[config.mk]
export PLATFORM = sky130hd
export DESIGN_NAME = enable_pulse_debouncer
export DESIGN_NICKNAME = d
export VERILOG_FILES = /design/src/rtl/enable_pulse_debouncer.sv
export SDC_FILE = /design/constraint.sdc
export NUM_CORES = 1
export LEC_CHECK = 0
export ABC_AREA = 1
export BUFFER_PORTS_ARGS = -buffer_cell sky130_fd_sc_hd__buf_2
export CAP_MARGIN = 20
export CORE_AREA = 2 2 39 41
export CTS_CLUSTER_SIZE = 14
export DETAILED_ROUTE_END_ITERATION = 8
export DIE_AREA = 0 0 41 43
export PLACE_DENSITY = 0.65
export SLEW_MARGIN = 20
export SYNTH_ARGS = -nofsm -noshare
export SYNTH_HDL_FRONTEND = slang
export SYNTH_SLANG_ARGS = --single-unit
[constraint.sdc]
create_clock -name clock_i -period 1.8 [get_ports clock_i]
set_input_delay 0.36 -clock clock_i [delete_from_list [all_inputs] [get_ports clock_i]]
set_output_delay 0.36 -clock clock_i [all_outputs]
set_load 0.01 [all_outputs]
[src/rtl/enable_pulse_debouncer.sv]
// Push-button conditioner: synchronizer, debounce FSM and optional auto-repeat timer.
// Emits a one-cycle enable pulse per accepted press (and per repeat event) plus the debounced level.
module enable_pulse_debouncer #(
  parameter int SYNC_STAGES     = 2,
  parameter int DEBOUNCE_CYCLES = 16,
  parameter int REPEAT_EN       = 0,
  parameter int REPEAT_DELAY    = 64,
  parameter int REPEAT_PERIOD   = 16
) (
  input  logic clock_i,
  input  logic reset_i,
  input  logic button_i,
  output logic enable_o,
  output logic pressed_o
);

  localparam int MAX_A = (DEBOUNCE_CYCLES > REPEAT_DELAY) ? DEBOUNCE_CYCLES : REPEAT_DELAY;
  localparam int MAX_C = (MAX_A > REPEAT_PERIOD) ? MAX_A : REPEAT_PERIOD;
  localparam int CW    = $clog2(MAX_C + 1);

  localparam logic [CW-1:0] DB_N   = CW'(DEBOUNCE_CYCLES);
  localparam logic [CW-1:0] DLY_N  = CW'(REPEAT_DELAY);
  localparam logic [CW-1:0] PER_N  = CW'(REPEAT_PERIOD);
  localparam logic [CW-1:0] ONE    = CW'(1);

  typedef enum logic [1:0] {IDLE, PRESS_WAIT, PRESSED, RELEASE_WAIT} state_t;

  state_t                 state;
  logic [SYNC_STAGES-1:0] sync_r;
  logic [CW-1:0]          cnt;
  logic [CW-1:0]          rpt;
  logic                   rpt_phase;
  logic                   sync_q;
  logic [CW-1:0]          cnt_nxt;
  logic [CW-1:0]          rpt_nxt;
  logic [CW-1:0]          rpt_target;

  assign sync_q     = sync_r[SYNC_STAGES-1];
  assign cnt_nxt    = cnt + ONE;
  assign rpt_nxt    = rpt + ONE;
  // First repeat waits the long delay; later ones use the shorter period.
  assign rpt_target = rpt_phase ? PER_N : DLY_N;

  always_ff @(posedge clock_i) begin
    if (reset_i) begin
      sync_r    <= '0;
      state     <= IDLE;
      cnt       <= '0;
      rpt       <= '0;
      rpt_phase <= 1'b0;
      enable_o  <= 1'b0;
      pressed_o <= 1'b0;
    end else begin
      sync_r   <= {sync_r[SYNC_STAGES-2:0], button_i};
      enable_o <= 1'b0;
      case (state)
        IDLE: begin
          if (sync_q) begin
            state <= PRESS_WAIT;
            cnt   <= ONE;
          end
        end
        PRESS_WAIT: begin
          if (!sync_q) begin
            state <= IDLE;
            cnt   <= '0;
          end else if (cnt_nxt == DB_N) begin
            state     <= PRESSED;
            cnt       <= '0;
            rpt       <= '0;
            rpt_phase <= 1'b0;
            enable_o  <= 1'b1;
            pressed_o <= 1'b1;
          end else begin
            cnt <= cnt_nxt;
          end
        end
        PRESSED: begin
          if (!sync_q) begin
            state <= RELEASE_WAIT;
            cnt   <= ONE;
          end else if (REPEAT_EN != 0) begin
            // Guard on enable_o keeps pulses non-adjacent even with 1-cycle delay/period.
            if (rpt_nxt == rpt_target) begin
              rpt       <= '0;
              rpt_phase <= 1'b1;
              enable_o  <= !enable_o;
            end else begin
              rpt <= rpt_nxt;
            end
          end
        end
        RELEASE_WAIT: begin
          if (sync_q) begin
            state <= PRESSED;
            cnt   <= '0;
          end else if (cnt_nxt == DB_N) begin
            state     <= IDLE;
            cnt       <= '0;
            pressed_o <= 1'b0;
          end else begin
            cnt <= cnt_nxt;
          end
        end
        default: state <= IDLE;
      endcase
    end
  end

endmodule

==> out/qor.csv, run 1 <==
stage,metric,value,unit
synth,Post-synth EDFFs,0,
run,total of max-cap violations,0,
timing,max_slew headroom,64.9,%
route,DRC Markers,0,
cells_and_area,nets,105,
worst_setup_path,startpoint types,register,
cts,Clock Pin Slew Worst Setup and Hold Paths,0.09,ns
global_routing,largest net degree at the start of global routing,12,
worst_setup_path,worst path bufs/invs,0,
worst_setup_path,Worst Setup SP,cnt[0],
synth,complex-gate fraction of the synthesized area,10.7,%
floorplan,chip width,41,um
route,via count,565,
min_path,HP Class,in -> reg,
floorplan,core area,1380,um^2
pwr,P_leak,0.335,nW
cts,post_cts resized,0,
synth,dominant synthesized flop cell,dfxtp_1,
floorplan,row cnt,14,
pwr,Comb power frac,12.3,%
synth,most frequent cell after synthesis,nand2_1,
pwr,Worst VDD drop,0.624,mV
worst_setup_path,Critical Path Stages,8,
worst_setup_path,Worst Path Required,1.97,ns
pwr,pwr/cell area,795,nW/um^2
synth,Post-Syn Area,666,um^2
floorplan,die area,1760,um^2
cts,worst-skew pair later-pin latency,0.28,ns
pwr,Seq pwr share,55.5,%
pwr,P_int,0.410,mW
worst_setup_path,"most used cell, CP",nand2_2,
worst_setup_path,Critical Path AT,1.73,ns
synth,Synth warnings,0,
synth,synth top area cells,"dfxtp_1, nand2_1, inv_1",
route,WL final,1.22,mm
global_routing,initial antenna violation count,0,
cts,TritonCTS Buffers,3,
synth,multiplexer share of the synthesized area,0,%
synth,proportion of synthesized chip area in sequential cells,39.1,%
outcome,status,"complete, no violations",
global_routing,vias in the first global route,535,
synth,"FF+latch count, synth",13,
synth,XOR/XNOR Fraction of Synth Area,2.63,%
pwr,switch share,29.2,%
timing,TNS Setup,0,ns
cts,hold_buf cts,0,
route,mean number of vias per cell,4.91,
timing,Setup Viol. Count Final,0,
synth,Yosys cell types,20,
timing,worst slew pin tran,0.525,ns
timing,Worst Clk Skew,0.00467,ns
worst_setup_path,Slowest cell on crit path,dfxtp_1,
timing,Fmax,641,MHz
route,DR iter-0 viols,1,
route,DRT Pass-1 Iters,2,
cells_and_area,number of diodes,0,
global_routing,global-route wire length before repair,2.08,mm
route,Final ANT Viol Nets,0,
worst_setup_path,critical path class,reg -> reg,
global_routing,grt total ovfl,0,
placement,buffers added on ports,4,
timing,min cycle time layout,1.56,ns
synth,cell count after synthesis,92,
synth,adder-cell share of the synthesized area,3.76,%
timing,Tcrit/Tclk final,86.7,%
worst_setup_path,R2R Setup Slk,0.24,ns
timing,RSZ-0062 raised after global routing,false,
floorplan,Die H,43,um
worst_setup_path,CP endpoint,pressed_o,
synth,syn_area_per_cell,7.24,um^2
cells_and_area,layout cell share with drive strength beyond 1,19.2,%
worst_setup_path,"delay-heaviest family, CP",simple AND/OR/NAND/NOR gates,
cts,TritonCTS clock tree,built,
floorplan,# IOs,5,
cts,CTS Sinks,13,
pwr,Clk pwr share,32.2,%
synth,asr flop ratio synth,0,%
floorplan,Starting Density,48.1,%
worst_setup_path,worst r2r path cells,8,
worst_setup_path,RR Startpoint,cnt[0],
global_routing,GRT Resource Usage Total,17.9,%
worst_setup_path,worst-path cell chain,ha_1 -> nand2_2 -> nor2_2 -> nand3_2 -> nand2_2 -> nand4_1 -> nor2_1 -> o22ai_1,
worst_setup_path,CP Capture Type,register,
synth,post-synthesis simple-gate area fraction,35.9,%
placement,gpl congestion,0.726,
cts,htree depth,1,
cts,post-CTS setup buffers,0,
synth,dominant cell type by area after synthesis,dfxtp_1,
synth,"top cells by count, synth","nand2_1, dfxtp_1, inv_1",
synth,syn nets,97,
worst_setup_path,CP max FO,5,
synth,Synth top area share,39.1,%
synth,main combinational cell family by area after synthesis,simple AND/OR/NAND/NOR gates,
route,wire length per cell,10.6,um
pwr,sw power,0.170,mW
worst_setup_path,CP max stage delay,0.42,ns
timing,Final Hold Fails,0,
cells_and_area,Layout area overhead,9.59,%
worst_setup_path,RR Endpoint,pressed_o,
cts,Max Root-Sink Buffers,2,
placement,Final HPWL DP,914,um
timing,final slew viol count,0,
cts,Root Driver,clkbuf_4,
pwr,Tot Pwr,0.580,mW
cells_and_area,Util after Layout,52.7,%
worst min path at each step:
stage / start / endpoint / cells after the start
CTS: button_i / sync_r[0] / 3
floorplan: sync_r[0] / sync_r[1] / 2
detailed placement: sync_r[0] / sync_r[1] / 2
global route: button_i / sync_r[0] / 3
finish: button_i / sync_r[0] / 3
global placement: sync_r[0] / sync_r[1] / 2
cells by family after synthesis:
group                    after synthesis
AND/OR/NAND/NOR                       50
adder cells (fa/ha/maj)                2
buffers and inverters                 14
XOR/XNOR                               2
AO/OA/AOI/OAI                         11
flip-flops                            13
per-stage QoR:
| step | area [um^2] | hold WS [ns] | cells | worst slack, ns |
|---|---|---|---|---|
| after detailed placement | 702 | 0.403 | 111 | 0.243 |
| final | 729 | 0.297 | 115 | 0.240 |
| after global routing | 729 | 0.283 | 115 | 0.0852 |
| after CTS | 729 | 0.299 | 115 | 0.227 |
| after global placement | 702 | 0.404 | 111 | 0.288 |
| after floorplan | 666 | 0.388 | 92 | 0.381 |
state kept, by name, summed over array words and instances (netlist names), named ones only:
name       cells
pressed_o      1
enable_o       1
sync_r         2
cnt            7
state          1
routing by layer:
layer / track usage, % / vias up / share of wire [%]
li1: - / 303 / -
met1: 20.7 / 252 / 46
met2: 28.1 / 6 / 49
met3: 4.71 / 4 / 2.5
met4: 10.0 / 0 / 2.9
met5: 0 / - / 0
tightest hold or removal path, cell delays in order:
cell	delay, ns
buf_2	0.10
inv_1	0.05
nor2_1	0.04
placed cells by master (no fill, tap or decap):
cell type  count
o21bai_2       1
nand2_2        4
o31ai_1        1
o22ai_1        1
nand2_1       23
nand2_4        1
ha_1           2
nor2_2         2
inv_1         13
dfxtp_1       13
xor2_1         2
nor3_2         1
nor2_1        11
o21bai_1       1
clkinv_2       1
clkbuf_4       3
nand4_1        2
a21oi_1        6
nand3_1        4
a2bb2oi_1      1
buf_2          4
nand3_2        2
final cells by class:
class	instances	area, um^2
clock buffer	3	22.5
clock inverter	1	5.00
fill	156	654
inverter	13	48.8
multi-input combinational	65	353
sequential	13	260
tap	16	20.0
timing repair buffer	4	20.0
power groups by stage:
| stage | Combinational, mW | Sequential, mW | Clock (mW) |
|---|---|---|---|
| after floorplan | 0.0558 | 0.325 | 0 |
| after global placement | 0.0724 | 0.327 | 0 |
| after detailed placement | 0.0741 | 0.328 | 0 |
| after CTS | 0.0747 | 0.322 | 0.192 |
| after global routing | 0.0834 | 0.325 | 0.204 |
| final | 0.0710 | 0.322 | 0.187 |
Power figures use the tool's default switching activity.
==> run 2: changes to the inputs <==
--- a/config.mk
+++ b/config.mk
@@ -13,6 +13,7 @@
 export DETAILED_ROUTE_END_ITERATION = 8
 export DIE_AREA = 0 0 41 43
 export PLACE_DENSITY = 0.65
+export SETUP_SLACK_MARGIN = 0.4
 export SLEW_MARGIN = 20
 export SYNTH_ARGS = -nofsm -noshare
 export SYNTH_HDL_FRONTEND = slang
==> constraint.sdc (replaced) <==
create_clock -name clock_i -period 1.9 [get_ports clock_i]
set_input_delay 0.38 -clock clock_i [delete_from_list [all_inputs] [get_ports clock_i]]
set_output_delay 0.38 -clock clock_i [all_outputs]
set_load 0.01 [all_outputs]
==> run 2 against run 1 <==
- core utilization increased by 6.1 points
- count of clock-buffer cells in the layout rose by 1
- via count grew 4.6%
- worst hold slack improved by 0.010 ns
- wire length up 9.2%
- combinational power grew 16%
- sequential cell count unchanged
- non-clock buffer count grew 5
- first-iteration DRC count grew to 5.0 times the previous value
- design area up 11%
- sequential share of layout area is 2.6 points lower
- largest power group unchanged
==> out/qor.csv, run 2 (same netlist as run 1, synthesis figures left out) <==
stage,metric,value,unit
floorplan,core area,1380,um^2
timing,worst slew pin tran,0.572,ns
cts,TritonCTS clock tree,built,
cells_and_area,nets,110,
worst_setup_path,critical path class,reg -> reg,
route,WL final,1.33,mm
worst_setup_path,CP Capture Type,register,
route,wire length per cell,11.1,um
min_path,HP Class,in -> reg,
floorplan,row cnt,14,
cts,htree depth,1,
floorplan,# IOs,5,
cts,CTS Sinks,13,
cells_and_area,Layout area overhead,22.2,%
cells_and_area,max reg flops,7,
timing,Fmax,697,MHz
cts,TritonCTS Buffers,3,
cts,Clock Pin Slew Worst Setup and Hold Paths,0.08,ns
run,total of max-cap violations,0,
global_routing,vias in the first global route,508,
timing,RSZ-0062 raised after global routing,true,
global_routing,largest net degree at the start of global routing,12,
timing,Worst Clk Skew,0.00390,ns
cts,hold_buf cts,0,
global_routing,GRT Resource Usage Total,18.8,%
route,DR iter-0 viols,5,
floorplan,chip width,41,um
cells_and_area,Biggest register,cnt,
timing,min cycle time layout,1.43,ns
cts,Root Driver,clkbuf_4,
cts,worst-skew pair later-pin latency,0.27,ns
timing,Setup Viol. Count Final,0,
worst_setup_path,CP max FO,4,
timing,final slew viol count,0,
cells_and_area,"most common cell after layout, fill and taps aside",nand2_1,
timing,Final Hold Fails,0,
global_routing,grt total ovfl,0,
cells_and_area,most frequent cells in the layout,"nand2_1, inv_1, nor2_1, dfxtp_1, nand2_2",
route,DRC Markers,0,
pwr,Worst VDD drop,0.558,mV
route,Final ANT Viol Nets,0,
worst_setup_path,startpoint types,register,
placement,gpl congestion,0.770,
cells_and_area,number of diodes,0,
cts,Max Root-Sink Buffers,2,
global_routing,global-route wire length before repair,2.16,mm
worst_setup_path,Critical Path AT,1.64,ns
pwr,Tot Pwr,0.562,mW
route,mean number of vias per cell,4.93,
timing,Tcrit/Tclk final,75.5,%
worst_setup_path,Worst Path Required,2.11,ns
placement,Final HPWL DP,875,um
route,via count,591,
cells_and_area,layout cell share with drive strength beyond 1,32.7,%
timing,max_slew headroom,61.7,%
cells_and_area,top flop regs,"cnt: 7 flops, sync_r: 2 flops",
outcome,status,"complete, no violations",
floorplan,Die H,43,um
cells_and_area,Layout fillers,134,
placement,buffers added on ports,4,
pwr,pwr/cell area,691,nW/um^2
global_routing,initial antenna violation count,0,
floorplan,Starting Density,48.1,%
floorplan,die area,1760,um^2
route,DRT Pass-1 Iters,2,
timing,TNS Setup,0,ns
pwr,P_leak,0.370,nW
run 2: changes by cell type in the layout (fill, tap and decap cells not counted), sizes merged:
cell,previous run,this run
buf,4,9
clkbuf,3,4
clkinv,1,0
run 2: timing repair:
item                       in CTS  in global routing
pin swaps                       0                 13
buffers inserted                1                  4
setup endpoints to repair       5                  6
resized for setup               5                 11
cloned                          0                  0
run 2: worst paths after layout:
| path | from | endpoint | slack, ns | cells past startpoint |
|---|---|---|---|---|
| min | button_i | sync_r[0] | 0.31 | 3 |
| max reg2reg | cnt[0] | cnt[4] | 0.47 | 9 |
| min reg2reg | sync_r[0] | sync_r[1] | 0.41 | 2 |
| max | cnt[0] | cnt[4] | 0.47 | 9 |
run 2: area by class of cell:
class                           count  area [um^2]  area share [%]
Inverter                           13         48.8            6.00
Multi-Input combinational cell     65          392            48.2
Sequential cell                    13          269            33.1
Clock buffer                        4         26.3            3.23
Timing Repair Buffer                9         57.6            7.08
Tap cell                           16         20.0            2.46
run 2: critical path: stages (launching register included):
cell and delay [ns]:
dfxtp_4 0.38, ha_4 0.15, nand2_4 0.06, nor2_4 0.09, nand2_1 0.07, nand2_2 0.07, nand2_2 0.07, nand4_1 0.16
nand4_1 0.14, a21oi_2 0.17
run 2: metal layers:
layer / track usage, % / wire, um / part of all wire, % / vias to the layer above
li1: - / - / - / 313
met5: 0 / 0 / 0 / -
met2: 25.6 / 659 / 50 / 8
met1: 23.9 / 600 / 45 / 266
met3: 4.71 / 32 / 2.4 / 4
met4: 14.7 / 37 / 2.8 / 0
run 2: metrics by stage:
stage / hold WS [ns] / utilization [%] / cells / worst slack, ns / instance area [um^2]
floorplan: 0.388 / - / 92 / 0.481 / 666
global placement: 0.402 / 50.7 / 111 / 0.353 / 702
detailed placement: 0.403 / 50.7 / 111 / 0.307 / 702
CTS: 0.296 / 54.0 / 116 / 0.391 / 747
global route: 0.306 / 58.8 / 120 / 0.346 / 813
finish: 0.307 / 58.8 / 120 / 0.465 / 813
run 2: power by group:
part           leakage (nW)  total (mW)  internal, mW  switching [mW]
clock                0.0150       0.171        0.0813          0.0900
sequential            0.108       0.308         0.289          0.0191
combinational         0.247      0.0826        0.0310          0.0516
